### config.mk
export PLATFORM = sky130hd
export DESIGN_NAME = pwm_dc_loader
export DESIGN_NICKNAME = d
export VERILOG_FILES = /design/src/rtl/pwm_pkg.sv /design/src/rtl/pwm_strobe_gen.sv /design/src/rtl/pwm_dc_loader.sv
export SDC_FILE = /design/constraint.sdc
export NUM_CORES = 1
export LEC_CHECK = 0
export BUFFER_PORTS_ARGS = -buffer_cell sky130_fd_sc_hd__clkbuf_2
export CORE_ASPECT_RATIO = 0.9
export CORE_MARGIN = 10
export CORE_UTILIZATION = 45
export CTS_BUF_LIST = sky130_fd_sc_hd__clkbuf_8
export DETAILED_ROUTE_END_ITERATION = 16
export PLACE_DENSITY = 0.76
export REMOVE_ABC_BUFFERS = 1
export SYNTH_ARGS = -nofsm -noshare
export SYNTH_HDL_FRONTEND = slang
export SYNTH_SLANG_ARGS = --single-unit
### constraint.sdc
create_clock -name CLK -period 11.8 [get_ports CLK]
set_input_delay 1.77 -clock CLK [delete_from_list [all_inputs] [get_ports CLK]]
set_output_delay 1.77 -clock CLK [all_outputs]
set_load 0.005 [all_outputs]
### src/rtl/pwm_pkg.sv
`default_nettype none
// +----------------------------------------------------------------------+
// | pwm_pkg : shared types, defaults and helpers for the PWM feed path    |
// | Rev 1.0                                                               |
// +----------------------------------------------------------------------+
package pwm_pkg;

  localparam int DC_WIDTH_DEF = 8;
  localparam int N_CH_DEF     = 8;

  typedef enum logic [1:0] {
    FILL = 2'd0,
    FULL = 2'd1,
    DROP = 2'd2
  } fill_state_t;

  // Ceiling log2; returns 0 for values <= 1.
  function automatic int clog2(input int value);
    int r;
    r = 0;
    while ((1 << r) < value) r = r + 1;
    return r;
  endfunction

endpackage
`default_nettype wire

### src/rtl/pwm_strobe_gen.sv
`default_nettype none
// +----------------------------------------------------------------------+
// | pwm_strobe_gen : prescaled STB_CLK strobe plus PWM period counter     |
// | Rev 1.0                                                               |
// +----------------------------------------------------------------------+
module pwm_strobe_gen
  import pwm_pkg::*;
#(
  parameter int PRESCALE = 4,
  parameter int DC_WIDTH = DC_WIDTH_DEF
) (
  input  logic CLK,
  input  logic RESET,
  output logic STB_CLK,
  output logic PERIOD_END
);

  localparam int c_PRE_W = (clog2(PRESCALE) > 0) ? clog2(PRESCALE) : 1;
  localparam logic [c_PRE_W-1:0] c_PRE_LAST = c_PRE_W'(PRESCALE - 1);

  logic [c_PRE_W-1:0]  r_pre_cnt;
  logic [c_PRE_W-1:0]  w_pre_nxt;
  logic [DC_WIDTH-1:0] r_per_cnt;
  logic                r_stb;

  assign w_pre_nxt = (r_pre_cnt == c_PRE_LAST) ? '0 : r_pre_cnt + 1'b1;

  // Strobe is registered from the next count so it lines up with pre_cnt==PRESCALE-1.
  always_ff @(posedge CLK or posedge RESET) begin
    if (RESET) begin
      r_pre_cnt <= '0;
      r_stb     <= 1'b0;
      r_per_cnt <= '0;
    end else begin
      r_pre_cnt <= w_pre_nxt;
      r_stb     <= (w_pre_nxt == c_PRE_LAST);
      if (r_stb) r_per_cnt <= r_per_cnt + 1'b1;
    end
  end

  assign STB_CLK    = r_stb;
  assign PERIOD_END = r_stb && (&r_per_cnt);

endmodule
`default_nettype wire

### src/rtl/pwm_dc_loader.sv
`default_nettype none
// +----------------------------------------------------------------------+
// | pwm_dc_loader : double-buffered duty-cycle row loader for PWM bank    |
// | Rev 1.0                                                               |
// +----------------------------------------------------------------------+
module pwm_dc_loader
  import pwm_pkg::*;
#(
  parameter int N_CH     = N_CH_DEF,
  parameter int DC_WIDTH = DC_WIDTH_DEF,
  parameter int PRESCALE = 4,
  parameter int N_ROWS   = 8
) (
  input  logic                       CLK,
  input  logic                       RESET,
  input  logic                       IN_VALID,
  output logic                       IN_READY,
  input  logic [DC_WIDTH-1:0]        IN_DATA,
  input  logic                       IN_LAST,
  output logic                       STB_CLK,
  output logic [N_CH*DC_WIDTH-1:0]   DC_BUS,
  output logic [clog2(N_ROWS)-1:0]   ROW_SEL,
  output logic                       ROW_EN,
  output logic                       FRAME_START,
  output logic                       UNDERRUN,
  output logic                       ERR_LEN
);

  localparam int c_IDX_W = (clog2(N_CH) > 0) ? clog2(N_CH) : 1;
  localparam int c_ROW_W = clog2(N_ROWS);
  localparam logic [c_IDX_W-1:0] c_IDX_LAST = c_IDX_W'(N_CH - 1);
  localparam logic [c_ROW_W-1:0] c_ROW_LAST = c_ROW_W'(N_ROWS - 1);

  fill_state_t               r_state;
  fill_state_t               w_state_nxt;
  logic [c_IDX_W-1:0]        r_idx;
  logic [c_IDX_W-1:0]        w_idx_nxt;
  logic                      w_xfer;
  logic                      w_wr_en;
  logic                      w_err_len;
  logic                      w_swap;
  logic                      w_period_end;
  logic [DC_WIDTH-1:0]       r_shadow [N_CH];
  logic [N_CH*DC_WIDTH-1:0]  w_shadow_flat;
  logic                      r_ready;
  logic [N_CH*DC_WIDTH-1:0]  r_dc_bus;
  logic [c_ROW_W-1:0]        r_row_sel;
  logic                      r_row_en;
  logic                      r_frame_start;
  logic                      r_underrun;
  logic                      r_err_len;

  pwm_strobe_gen #(
    .PRESCALE (PRESCALE),
    .DC_WIDTH (DC_WIDTH)
  ) u_strobe (
    .CLK        (CLK),
    .RESET      (RESET),
    .STB_CLK    (STB_CLK),
    .PERIOD_END (w_period_end)
  );

  assign w_xfer = IN_VALID && r_ready;

  always_comb begin
    w_state_nxt = r_state;
    w_idx_nxt   = r_idx;
    w_wr_en     = 1'b0;
    w_err_len   = 1'b0;
    w_swap      = 1'b0;
    case (r_state)
      FILL: begin
        if (w_xfer) begin
          w_wr_en = 1'b1;
          if (r_idx == c_IDX_LAST) begin
            w_idx_nxt = '0;
            if (IN_LAST) begin
              w_state_nxt = FULL;
            end else begin
              w_err_len   = 1'b1;
              w_state_nxt = DROP;
            end
          end else if (IN_LAST) begin
            w_err_len = 1'b1;
            w_idx_nxt = '0;
          end else begin
            w_idx_nxt = r_idx + 1'b1;
          end
        end
      end
      DROP: begin
        if (w_xfer && IN_LAST) w_state_nxt = FILL;
      end
      FULL: begin
        // Only a row that was already complete at the start of the cycle may swap.
        if (w_period_end) begin
          w_swap      = 1'b1;
          w_state_nxt = FILL;
        end
      end
      default: w_state_nxt = FILL;
    endcase
  end

  always_ff @(posedge CLK or posedge RESET) begin
    if (RESET) begin
      r_state       <= FILL;
      r_idx         <= '0;
      r_ready       <= 1'b0;
      r_dc_bus      <= '0;
      r_row_sel     <= '0;
      r_row_en      <= 1'b0;
      r_frame_start <= 1'b0;
      r_underrun    <= 1'b0;
      r_err_len     <= 1'b0;
    end else begin
      r_state       <= w_state_nxt;
      r_idx         <= w_idx_nxt;
      r_ready       <= (w_state_nxt != FULL);
      r_err_len     <= w_err_len;
      r_underrun    <= w_period_end && (r_state != FULL);
      r_frame_start <= 1'b0;
      if (w_swap) begin
        r_dc_bus <= w_shadow_flat;
        r_row_en <= 1'b1;
        if (r_row_sel == c_ROW_LAST) begin
          r_row_sel     <= '0;
          r_frame_start <= 1'b1;
        end else begin
          r_row_sel <= r_row_sel + 1'b1;
        end
      end
    end
  end

  always_ff @(posedge CLK or posedge RESET) begin
    if (RESET) begin
      for (int k = 0; k < N_CH; k++) r_shadow[k] <= '0;
    end else if (w_wr_en) begin
      r_shadow[r_idx] <= IN_DATA;
    end
  end

  for (genvar k = 0; k < N_CH; k++) begin : g_flat
    assign w_shadow_flat[k*DC_WIDTH +: DC_WIDTH] = r_shadow[k];
  end

  assign IN_READY    = r_ready;
  assign DC_BUS      = r_dc_bus;
  assign ROW_SEL     = r_row_sel;
  assign ROW_EN      = r_row_en;
  assign FRAME_START = r_frame_start;
  assign UNDERRUN    = r_underrun;
  assign ERR_LEN     = r_err_len;

endmodule
`default_nettype wire

# ---- After elaboration in Yosys (flattened, before gate mapping)
# Index checks and enable logic that the tools add are counted.
# Widths: inputs -> output; s select.
dict set report totals {
  ff_bits 152
  latch_bits 0
  mem_bits_rw 0
  rom_bits 0
  in_bits 12
  out_inout_bits 73
  n_memories 0
}
dict set report classes {
  addsub 4
  mul 0
  n_div 0
  magnitude_cmp 2
  n_eq_ne 8
  shift 0
  n_mux 24
  bitwise 1
  reduce_logical 8
}
# op count
set op_table {}
lappend op_table {{$bwmux 64} 1}
lappend op_table {{$demux 8 s3} 1}
lappend op_table {{$mux 2} 6}
lappend op_table {{$mux 1} 11}
lappend op_table {{$mux 3} 3}
lappend op_table {{$add 8x1->8 const B} 1}
lappend op_table {{$mux 8} 1}
lappend op_table {{$reduce_and 8->1} 1}
lappend op_table {{$add 3x1->3 const B} 2}
lappend op_table {{$eq 2x2->1 const B} 3}
lappend op_table {{$eq 3x3->1 const B} 2}
lappend op_table {{$pmux 2 s3} 1}
lappend op_table {{$logic_and 1x1->1} 5}
lappend op_table {{$ge 4x4->1 const B} 1}
lappend op_table {{$lt 4x1->1 const B} 1}
lappend op_table {{$ne 2x1->1 const B} 2}
lappend op_table {{$not 3->4} 1}
lappend op_table {{$add 2x1->2 const B} 1}
lappend op_table {{$eq 2x1->1 const B} 1}
lappend op_table {{$logic_not 2->1} 1}
lappend op_table {{$reduce_and 2->1} 1}

# ---- Logic depth before layout (Yosys ltp)
dict set report logic_depth {
  depth_word 6
  depth_mapped 6
}

# ---- Modules after synthesis
# Synthesis repeated with hierarchy kept, for this count alone.
dict set report hier_totals {
  cells_unflattened 368
  hier_area_um2 5845.6
}
# mod n_inst cells_each area_each_um2 seq_area_each_um2
set modules_own_cells {}
lappend modules_own_cells {pwm_dc_loader 1 331 5381.4 3528.4}
lappend modules_own_cells {pwm_strobe_gen 1 37 464.2 275.3}

# ---- Least setup slack after synthesis
# OpenSTA, ideal clock, no wires.
dict set report synth_path {
  kind {input port to flip-flop}
  start {in IN_VALID}
  end {reg r_shadow[24] (netlist name)}
  t_arrival_ps 2861
  required_time_ps 11675
  path_slack_ps 8815
  cell_stages 4
  path_buffers 1
  path_cell_list {nand4bb_1 buf_6 nor4b_4 mux2_2}
}
dict set report synth_via {
  elab_chain_len 3
}
# item line
set synth_rtl {}
lappend synth_rtl {{start: declaration} pwm_dc_loader.sv:16} ;# input logic IN_VALID,
lappend synth_rtl {{$logic_and 1x1->1} pwm_dc_loader.sv:63} ;# assign w_xfer = IN_VALID && r_ready;
lappend synth_rtl {{$mux 1} pwm_dc_loader.sv:73} ;# if (w_xfer) begin
lappend synth_rtl {{$mux 1} pwm_dc_loader.sv:71} ;# case (r_state)
lappend synth_rtl {{end signal: indexed assignment} pwm_dc_loader.sv:140} ;# r_shadow[r_idx] <= IN_DATA;
lappend synth_rtl {{end: declaration} pwm_dc_loader.sv:43} ;# logic [DC_WIDTH-1:0] r_shadow [N_CH];
# No other way between the ends.
# A chain may end at the register's enable or synchronous reset.

# ---- Worst setup path in the final report
dict set report layout_path {
  start {in IN_VALID}
  end {reg r_shadow[30] (netlist name)}
}
# The elaborated chain is that of the path after synthesis.

==> impl_metrics.yaml <==
outcome:
  status: "finished clean"
placement:
  dp_cells: 600
  hpwl_um: 8280
  numPortBuffers: 84
  gp_congestion: 0.761
layout:
  nFillCells: 1032
  regArea_um2: 3800
  finish.utilization_pct: 54.6
  diodes: 0
  area_delta_synth_final_pct: 17.9
  drive_gt1_share_pct: 54.7
  multi_input_area_um2: 2000
  finalNetCount: 474
  final_common_cell: "dfrtp_1"
  final_cell_mix: "dfrtp_1, mux2_2, clkbuf_2"
  layout.cells.non_filler: 632
sta:
  rsz0062_at_grt: "no"
  slew_headroom_pct: 36.3
  setup_tns_ps: 0
  fin_crit_ps: 3180
  worst_pin_slew_ps: 955
  finalHoldViolCount: 0
  setup_viol: 0
  fmax_ghz: 0.315
  fin_skew_ps: 12.7
  drv_slew: 0
  post-route-period-util_pct: 26.9
setup_path:
  path_max_fanout: 9
  startpoint_type: "input port"
  r2r_slack_ps: 9500
  worstSetupPathType: "in -> reg"
  required_ps: 12130
  end_kind: "register"
  reg2reg_to: "r_shadow[30]"
  crit_arrival_ps: 3510
  r2r_start: "r_state[1]"
  reg2reg_depth: 3
power:
  worst_ir_drop_vdd_mv: 0.0776
  cellPowerDensity_nw_per_um2: 143
  leakage_nw: 3.77
  finalPower_mw: 0.992
cts:
  numCtsBuffers: 17
  clockBufferDepth: 2
  post_cts.resized_instances: 0
  root_buffer: "clkbuf_8"
  cts.hold.buffers_added: 0
  clkSinkCount: 152
  clock_latency_ps: 440
  cts_tree: "built"
  clk_pin_slew_worst_paths_ps: 70
  cts-htree-levels: 4
  post-cts-setup-buffers: 0
yosys:
  async_flop_share_pct: 100
  synth_edf_count: 0
  netlist_area_um2: 5890
  synth_seq_area_share_pct: 64.6
  synth_ff_type: "dfrtp_1"
  syn-instance-count: 361
  ys_ff_latch: 152
  syn_avg_cell_area_um2: 16.3
  yosys_warnings: 0
  yosysUniqueCellTypes: 34
global_route:
  globalRouteTotalUtil_pct: 13.9
  grt_pass1_vias: 3558
  grt_pass1_wl_um: 19500
  grt_max_degree: 79
  antenna_found_initial: 0
  gr-total-overflow: 0
floorplan:
  floorplan.die_area_um2: 18100
  io_pins: 85
  die_y_um: 129
  initial_core_util_pct: 46.3
  std_cell_rows: 39
  die-width_um: 141
  coreArea_um2: 12700
min_path:
  hold_depth: 1
  min-delay-start: "u_strobe.r_pre_cnt[0]"
  hp-class: "reg -> reg"
  hold_path_end: "u_strobe.r_pre_cnt[0]"
routing:
  route.detailed.drc: 0
  drtPass1Iterations: 4
  wirelength_um: 11900
  wl_per_cell_um: 18.8
  drtIter0Drc: 174
  ant_nets: 0
  via_per_inst: 5.14
  route.vias.total: 3246
job:
  cap_viol_max_count: 0
final cells by class:
class	instances	share of cell area, %
inverters	4	0.288
clock inverters	12	2.84
repair buffers	87	6.37
well taps	164	2.95
clock buffers	20	3.96
flip-flops and latches	152	54.7
multi-input cells	193	28.8
critical path, stage by stage:
cell	delay [ps]
clkbuf_2	120
nand4bb_1	500
nor4b_4	710
mux2_2	400
cells by family (layout without fill, tap and decap cells):
family | count (synthesis) | after routing | synth area share (%)
flip-flops | 152 | 152 | 64.6
multiplexers | 132 | 132 | 25.2
AND/OR/NAND/NOR | 40 | 40 | 5.42
buffers and inverters | 16 | 123 | 1.42
XOR/XNOR | 8 | 8 | 1.19
adder cells (fa/ha/maj) | 7 | 7 | 1.49
AO/OA/AOI/OAI | 6 | 6 | 0.701
power by group:
part	internal, mW	switching [mW]
registers	0.520	0
logic	0.00196	0.0144
clock network	0.268	0.187
flip-flops by register name (all words and copies together), names as in the netlist, 2 cells and up:
register            count
DC_BUS                 64
ROW_SEL                 3
r_idx                   3
r_shadow               64
r_state                 2
u_strobe.r_per_cnt      8
u_strobe.r_pre_cnt      2
worst max path at each step:
| stage | start | endpoint | slack, ps | cells after the start |
|---|---|---|---|---|
| floorplan | RESET | DC_BUS[0] | 5940 | 1 |
| global placement | IN_VALID | r_shadow[30] | 8200 | 4 |
| detailed placement | IN_VALID | r_shadow[29] | 8140 | 4 |
| CTS | IN_VALID | r_shadow[30] | 8600 | 4 |
| global route | IN_VALID | r_shadow[26] | 8500 | 4 |
| finish | IN_VALID | r_shadow[30] | 8620 | 4 |
cell usage after synthesis, types with 2 or more instances:
master | n | area share (%)
clkbuf_1 | 2 | 0.13
nor3_1 | 2 | 0.17
nand4_2 | 2 | 0.42
mux2_1 | 8 | 1.5
dfrtp_1 | 152 | 65
nand2_1 | 9 | 0.57
nand4b_2 | 2 | 0.51
buf_2 | 7 | 0.59
xnor2_1 | 5 | 0.74
nor4_4 | 2 | 0.72
nand3_1 | 2 | 0.17
nor4b_4 | 2 | 0.81
nor2_1 | 8 | 0.51
inv_1 | 4 | 0.25
mux2_2 | 124 | 24
xor2_1 | 3 | 0.45
buf_4 | 2 | 0.25
ha_1 | 7 | 1.5
nand4_1 | 3 | 0.32
per-layer routing:
| metal | GRT usage, % | part of all wire [%] |
|---|---|---|
| met1 | 17.3 | 45 |
| met2 | 21.3 | 48 |
| met3 | 5.59 | 6.2 |
| met4 | 5.34 | 1.5 |
| met5 | 0 | 0 |
per-stage QoR:
step	area [um^2]	hold WS, ps	worst slack [ps]
after floorplan	5820	422	5940
final	6950	470	8620
after global routing	6950	502	8500
after detailed placement	6480	460	8140
after global placement	6480	433	8200
after CTS	6950	470	8600
(Power assumes the default switching activity.)
